[src/rtl/or1200_decryption_fsm.sv]
// Multi-cycle load-path decryption engine.
//
// Inverts the store-path encryption one word at a time. A 32-bit ciphertext
// is accepted together with the 128-bit key and a per-access seed. One
// decryption round runs per clock, from round ROUNDS-1 down to round 0.
// busy is high while the rounds run. unstall pulses for one cycle when
// dataOut holds the new plaintext.
//
// Ports:
//   clk      - core clock, rising edge
//   rst      - asynchronous active-low reset
//   start    - request; samples dataIn, seed and key (accepted in IDLE/DONE)
//   abort    - cancel the operation in flight; has priority over start
//   dataIn   - ciphertext word
//   seedIn   - seed register field
//   seedAddr - seed address field
//   seedImm  - seed immediate field
//   enc_key  - cipher key
//   dataOut  - registered plaintext; changes only on completion or reset
//   busy     - high while rounds are running
//   unstall  - one-cycle pulse marking dataOut valid
module or1200_decryption_fsm #(
    parameter int unsigned ROUNDS = 4
) (
    input  logic         clk,
    input  logic         rst,
    input  logic         start,
    input  logic         abort,
    input  logic [31:0]  dataIn,
    input  logic [4:0]   seedIn,
    input  logic [4:0]   seedAddr,
    input  logic [10:0]  seedImm,
    input  logic [127:0] enc_key,
    output logic [31:0]  dataOut,
    output logic         busy,
    output logic         unstall
);

    localparam logic [3:0] CntInit = 4'(ROUNDS - 1);

    typedef enum logic [1:0] {StIdle, StRun, StDone} state_e;

    state_e         state_q, state_d;
    logic [31:0]    x_q, x_d;
    logic [31:0]    tweak_q, tweak_d;
    logic [127:0]   key_q, key_d;
    logic [3:0]     cnt_q, cnt_d;
    logic [31:0]    data_out_q, data_out_d;

    logic           accept;
    logic [31:0]    key_word;
    logic [31:0]    round_key;
    logic [31:0]    x_sub;
    logic [31:0]    x_round;

    // Round datapath: x = rotr32(x - i, 3) ^ (K[i mod 4] ^ T), with i = cnt_q.
    always_comb begin
        key_word = key_q[127:96];
        unique case (cnt_q[1:0])
            2'd0:    key_word = key_q[127:96];
            2'd1:    key_word = key_q[95:64];
            2'd2:    key_word = key_q[63:32];
            default: key_word = key_q[31:0];
        endcase
        round_key = key_word ^ tweak_q;
        x_sub     = x_q - {28'd0, cnt_q};
        x_round   = {x_sub[2:0], x_sub[31:3]} ^ round_key;
    end

    // A new request is taken only when no round is running and no flush is pending.
    assign accept = start && !abort && (state_q == StIdle || state_q == StDone);

    // State register.
    always_ff @(posedge clk or negedge rst) begin
        if (!rst) begin
            state_q <= StIdle;
        end else begin
            state_q <= state_d;
        end
    end

    // Next-state logic.
    always_comb begin
        state_d = state_q;
        if (abort) begin
            state_d = StIdle;
        end else begin
            unique case (state_q)
                StIdle:  if (start) state_d = StRun;
                StRun:   if (cnt_q == 4'd0) state_d = StDone;
                StDone:  state_d = start ? StRun : StIdle;
                default: state_d = StIdle;
            endcase
        end
    end

    // Outputs are decoded from the state alone.
    always_comb begin
        busy    = (state_q == StRun);
        unstall = (state_q == StDone);
    end

    // Datapath next-state.
    always_comb begin
        x_d        = x_q;
        tweak_d    = tweak_q;
        key_d      = key_q;
        cnt_d      = cnt_q;
        data_out_d = data_out_q;
        if (accept) begin
            x_d     = dataIn;
            tweak_d = {seedImm, seedAddr, seedIn, 11'd0};
            key_d   = enc_key;
            cnt_d   = CntInit;
        end else if (state_q == StRun && !abort) begin
            x_d = x_round;
            if (cnt_q == 4'd0) begin
                data_out_d = x_round;
            end else begin
                cnt_d = cnt_q - 4'd1;
            end
        end
    end

    always_ff @(posedge clk or negedge rst) begin
        if (!rst) begin
            x_q        <= '0;
            tweak_q    <= '0;
            key_q      <= '0;
            cnt_q      <= '0;
            data_out_q <= '0;
        end else begin
            x_q        <= x_d;
            tweak_q    <= tweak_d;
            key_q      <= key_d;
            cnt_q      <= cnt_d;
            data_out_q <= data_out_d;
        end
    end

    assign dataOut = data_out_q;

endmodule

[config.mk]
export PLATFORM = sky130hd
export DESIGN_NAME = or1200_decryption_fsm
export DESIGN_NICKNAME = d
export VERILOG_FILES = /design/src/rtl/or1200_decryption_fsm.sv
export SDC_FILE = /design/constraint.sdc
export NUM_CORES = 1
export LEC_CHECK = 0
export ABC_AREA = 1
export CORE_ASPECT_RATIO = 1.25
export CORE_MARGIN = 1
export CORE_UTILIZATION = 39
export DETAILED_ROUTE_END_ITERATION = 16
export PLACE_DENSITY = 0.72
export SLEW_MARGIN = 20
export SYNTH_ARGS = -nofsm -noshare
export SYNTH_HDL_FRONTEND = slang
export SYNTH_SLANG_ARGS = --single-unit
[constraint.sdc]
create_clock -name clk -period 3.5 [get_ports clk]
set_input_delay 0.35 -clock clk [delete_from_list [all_inputs] [get_ports clk]]
set_output_delay 0.35 -clock clk [all_outputs]
set_load 0.02 [all_outputs]
==> qor_table.md <==
| Metric | Value | Unit |
|:---|:---|:---|
| First-pass GRT wire length | 57,700 | microns |
| All-Layer GR Usage | 24.7 | % |
| Average wire per standard cell | 16.3 | microns |
| Highest net fanout along the worst path | 30 | - |
| Slew at the pin closest to its max-slew limit | 0.686 | ns |
| Count of boundary I/O pins | 219 | - |
| Number of flops mapped to enable cells by yosys | 0 | - |
| Seq cells post-synth | 219 | - |
| Min cycle time layout | 2.48 | ns |
| Filler Cell Count | 2,791 | - |
| Worst Path Class, Setup | flip-flop to flip-flop | - |
| Top cells by area in the synthesized netlist | sky130_fd_sc_hd__dfrtp_1 47%, sky130_fd_sc_hd__nand2_1 29%, sky130_fd_sc_hd__nand3_1 4.5% | - |
| Worst min-delay path class | input pin to asynchronous set/reset pin | - |
| Required time of the critical path | 3.90 | ns |
| Kind of start point of the critical path | flip-flop | - |
| Setup tns final | 0 | ns |
| Final nets | 2,049 | - |
| Data arrival, critical path | 2.89 | ns |
| Clock buffer count from CTS | 23 | - |
| Fmax | 0.403 | GHz |
| Area Growth Syn to Fin | 29.9 | % |
| Hold slack | 0.362 | ns |
| Clock slew seen by the registers of the worst setup and hold paths | 0.06 | ns |
| Synth unique cells | 33 | - |
| X dimension of the die | 156 | microns |
| Part of the Yosys area used for sequential elements | 47.5 | % |
| Maximum capacitance violations | 0 | - |
| Via count of the first global-routing pass | 10.8k | - |
| Maximum number of pins on one net before global-route repair | 92 | - |
| Initial antenna violation count | 0 | - |
| Register-to-register setup slack | 1.02 | ns |
| Crit. End Element | flip-flop | - |
| Summed instance area of the synthesized netlist | 11,500 | sq um |
| H-tree depth | 1 | - |
| Total half-perimeter wirelength after legalization and detailed placement | 27,400 | microns |
| Leak pwr | 0.00772 | uW |
| Slew Limit Headroom | 54.2 | % |
| Yosys synthesis warning count | 0 | - |
| Floorplan die area | 30,300 | sq um |
| VDD IR max | 0.000312 | V |
| Sink count of the clock tree | 219 | - |
| DRC violations left | 0 | - |
| Core region area | 29,200 | sq um |
| Initial Util | 39.6 | % |
| Final-report max-slew violation count | 0 | - |
| Yosys top cell by area | sky130_fd_sc_hd__dfrtp_1 | - |
| DRT Wirelength | 37,000 | microns |
| Count of instances resized after the clock tree is built | 0 | - |
| Status | finished, final reports clean | - |
| Number of hold violations in the final report | 0 | - |
| TritonCTS clock tree | done | - |
| RSZ-0062 raised after global routing | no | - |
| Drt initial violations | 876 | - |
| Clock Skew | 0.0155 | ns |
| Per-cell via count in the routed design | 4.89 | - |
| Post-Synthesis Mean Instance Area | 6.99 | sq um |
| Final RePlAce weighted congestion | 0.929 | - |
| Cell Pwr Density | 816 | nW/um^2 |
| Length in cells of the worst reg-to-reg path | 11 | - |
| Gr ovfl total | 0 | - |
| Port buffer count | 218 | - |
| Antenna violation net count after detailed routing | 0 | - |
| Synthesized netlist net count | 1,849 | - |
| Worst skew pair latency | 0.52 | ns |
| Antenna diode instance count | 0 | - |
| Share of cells above drive strength 1 | 4.12 | % |
| Most numerous cell in the Yosys netlist | sky130_fd_sc_hd__nand2_1 | - |
| Via count of the routed design | 11.1k | - |
| Root cell of the clock tree | sky130_fd_sc_hd__clkbuf_16 | - |
| Startpoint of the worst register-to-register path | cnt_q[1] | - |
| Share of synthesized registers carrying an async set or reset | 100 | % |
| Number of placement rows | 70 | - |
| Destination of the worst register-to-register timing path | dataOut[12] | - |
| Final clock period utilization by the worst path | 71.0 | % |
| Most common library cells after synthesis | 901 x sky130_fd_sc_hd__nand2_1, 219 x sky130_fd_sc_hd__dfrtp_1, 136 x sky130_fd_sc_hd__inv_1 | - |
| Number of optimization iterations in the first detailed-route pass | 5 | - |
| Cells after Synth | 1,653 | - |
| Fraction of the core area covered by cells at the end of the flow | 51.4 | % |
| Clock Path Buffers | 3 | - |
| Final setup fails | 0 | - |
| Most common flop cell mapped by yosys | sky130_fd_sc_hd__dfrtp_1 | - |
| Die height | 194 | microns |
| Fraction of post-synthesis cell area in the top cell type by area | 47.5 | % |
worst max path at each step:
stage                   from     endpoint  cells after the start  slack [ns]
global placement    cnt_q[0]  dataOut[12]                     11        1.10
finish              cnt_q[1]  dataOut[12]                     11        1.02
detailed placement  cnt_q[1]      x_q[12]                     11        1.08
global route        cnt_q[1]      x_q[12]                     11        0.88
floorplan           cnt_q[0]      x_q[11]                     10        1.70
CTS                 cnt_q[1]  dataOut[12]                     11        1.05
stage by stage:
stage	power [uW]	std cells	instance area (sq um)	setup slack, ns
6_report	12200	2266	15000	1.02
5_1_grt	13100	2266	15000	0.879
4_1_cts	12200	2266	15000	1.05
3_5_place_dp	9350	2223	14100	1.08
3_3_place_gp	9230	2223	14100	1.10
2_1_floorplan	7440	1653	11500	1.70
layer usage:
layer / part of all wire (%) / global-route usage, % / vias to the layer above
li1: - / - / 5446
met1: 43 / 33.1 / 5162
met2: 48 / 41.3 / 396
met3: 6.3 / 2.97 / 67
met4: 3.1 / 7.92 / 0
met5: 0 / 0 / -
cell usage in the layout, fill, tap and decap left out, drive strengths merged:
cell / Yosys / final
a21boi: 1 / 1
a21o: 1 / 1
a21oi: 13 / 13
a22o: 3 / 3
buf: 52 / 22
bufinv: 0 / 8
clkbuf: 13 / 26
clkdlybuf4s50: 0 / 217
clkinv: 3 / 8
clkinvlp: 0 / 2
dfrtp: 219 / 219
dlygate4sd3: 0 / 1
fa: 1 / 1
ha: 10 / 10
inv: 141 / 142
nand2: 905 / 905
nand3: 104 / 104
nand3b: 7 / 7
nand4: 7 / 7
nor2: 74 / 74
nor3: 3 / 3
nor3b: 1 / 1
o211ai: 2 / 2
o21ai: 60 / 60
o21bai: 2 / 2
o22ai: 5 / 5
xnor2: 17 / 17
xor2: 9 / 9
critical path: stages, from the launching register on:
cell	delay (ns)
sky130_fd_sc_hd__dfrtp_1	0.43
sky130_fd_sc_hd__ha_1	0.61
sky130_fd_sc_hd__buf_4	0.47
sky130_fd_sc_hd__a21oi_1	0.08
sky130_fd_sc_hd__nand2_1	0.18
sky130_fd_sc_hd__nand3_1	0.09
sky130_fd_sc_hd__nand2_1	0.18
sky130_fd_sc_hd__inv_1	0.06
sky130_fd_sc_hd__nand2_1	0.06
sky130_fd_sc_hd__nand2_1	0.07
sky130_fd_sc_hd__nand2_1	0.07
sky130_fd_sc_hd__nand2_1	0.05
layout make-up:
| class | count | area [sq um] | share of cell area [%] |
|---|---|---|---|
| Clock inverter | 16 | 289 | 1.93 |
| Clock buffer | 26 | 597 | 3.98 |
| Sequential cell | 219 | 5480 | 36.5 |
| Inverter | 144 | 546 | 3.64 |
| Multi-Input combinational cell | 1225 | 5210 | 34.7 |
| Timing Repair Buffer | 240 | 2390 | 15.9 |
| Tap cell | 396 | 495 | 3.30 |
cells by family after synthesis:
| family | after synthesis | synth area share, % |
|---|---|---|
| xor+xnor | 26 | 1.97 |
| buf+inv | 209 | 7.50 |
| simple gates | 1101 | 37.8 |
| fa+ha+maj | 11 | 1.26 |
| flops | 219 | 47.5 |
| compound gates | 87 | 4.05 |
where the power goes:
| group | switching, uW | total (uW) | leakage [uW] | internal (uW) |
|---|---|---|---|---|
| clock network | 1060 | 2880 | 0.000430 | 1820 |
| registers | 654 | 3970 | 0.00274 | 3320 |
| logic | 3440 | 5400 | 0.00455 | 1950 |
sequential cells by signal, summed over array words and instances, names as in the netlist:
signal,count
tweak_q,21
key_q,128
cnt_q,4
x_q,32
dataOut,32
state_q,2
timing repair:
action                                 in CTS  in global routing
hold buffers                                1                  0
endpoints found under the hold margin      60                  0
buffers inserted                            0                  0
(Power assumes the default switching activity.)
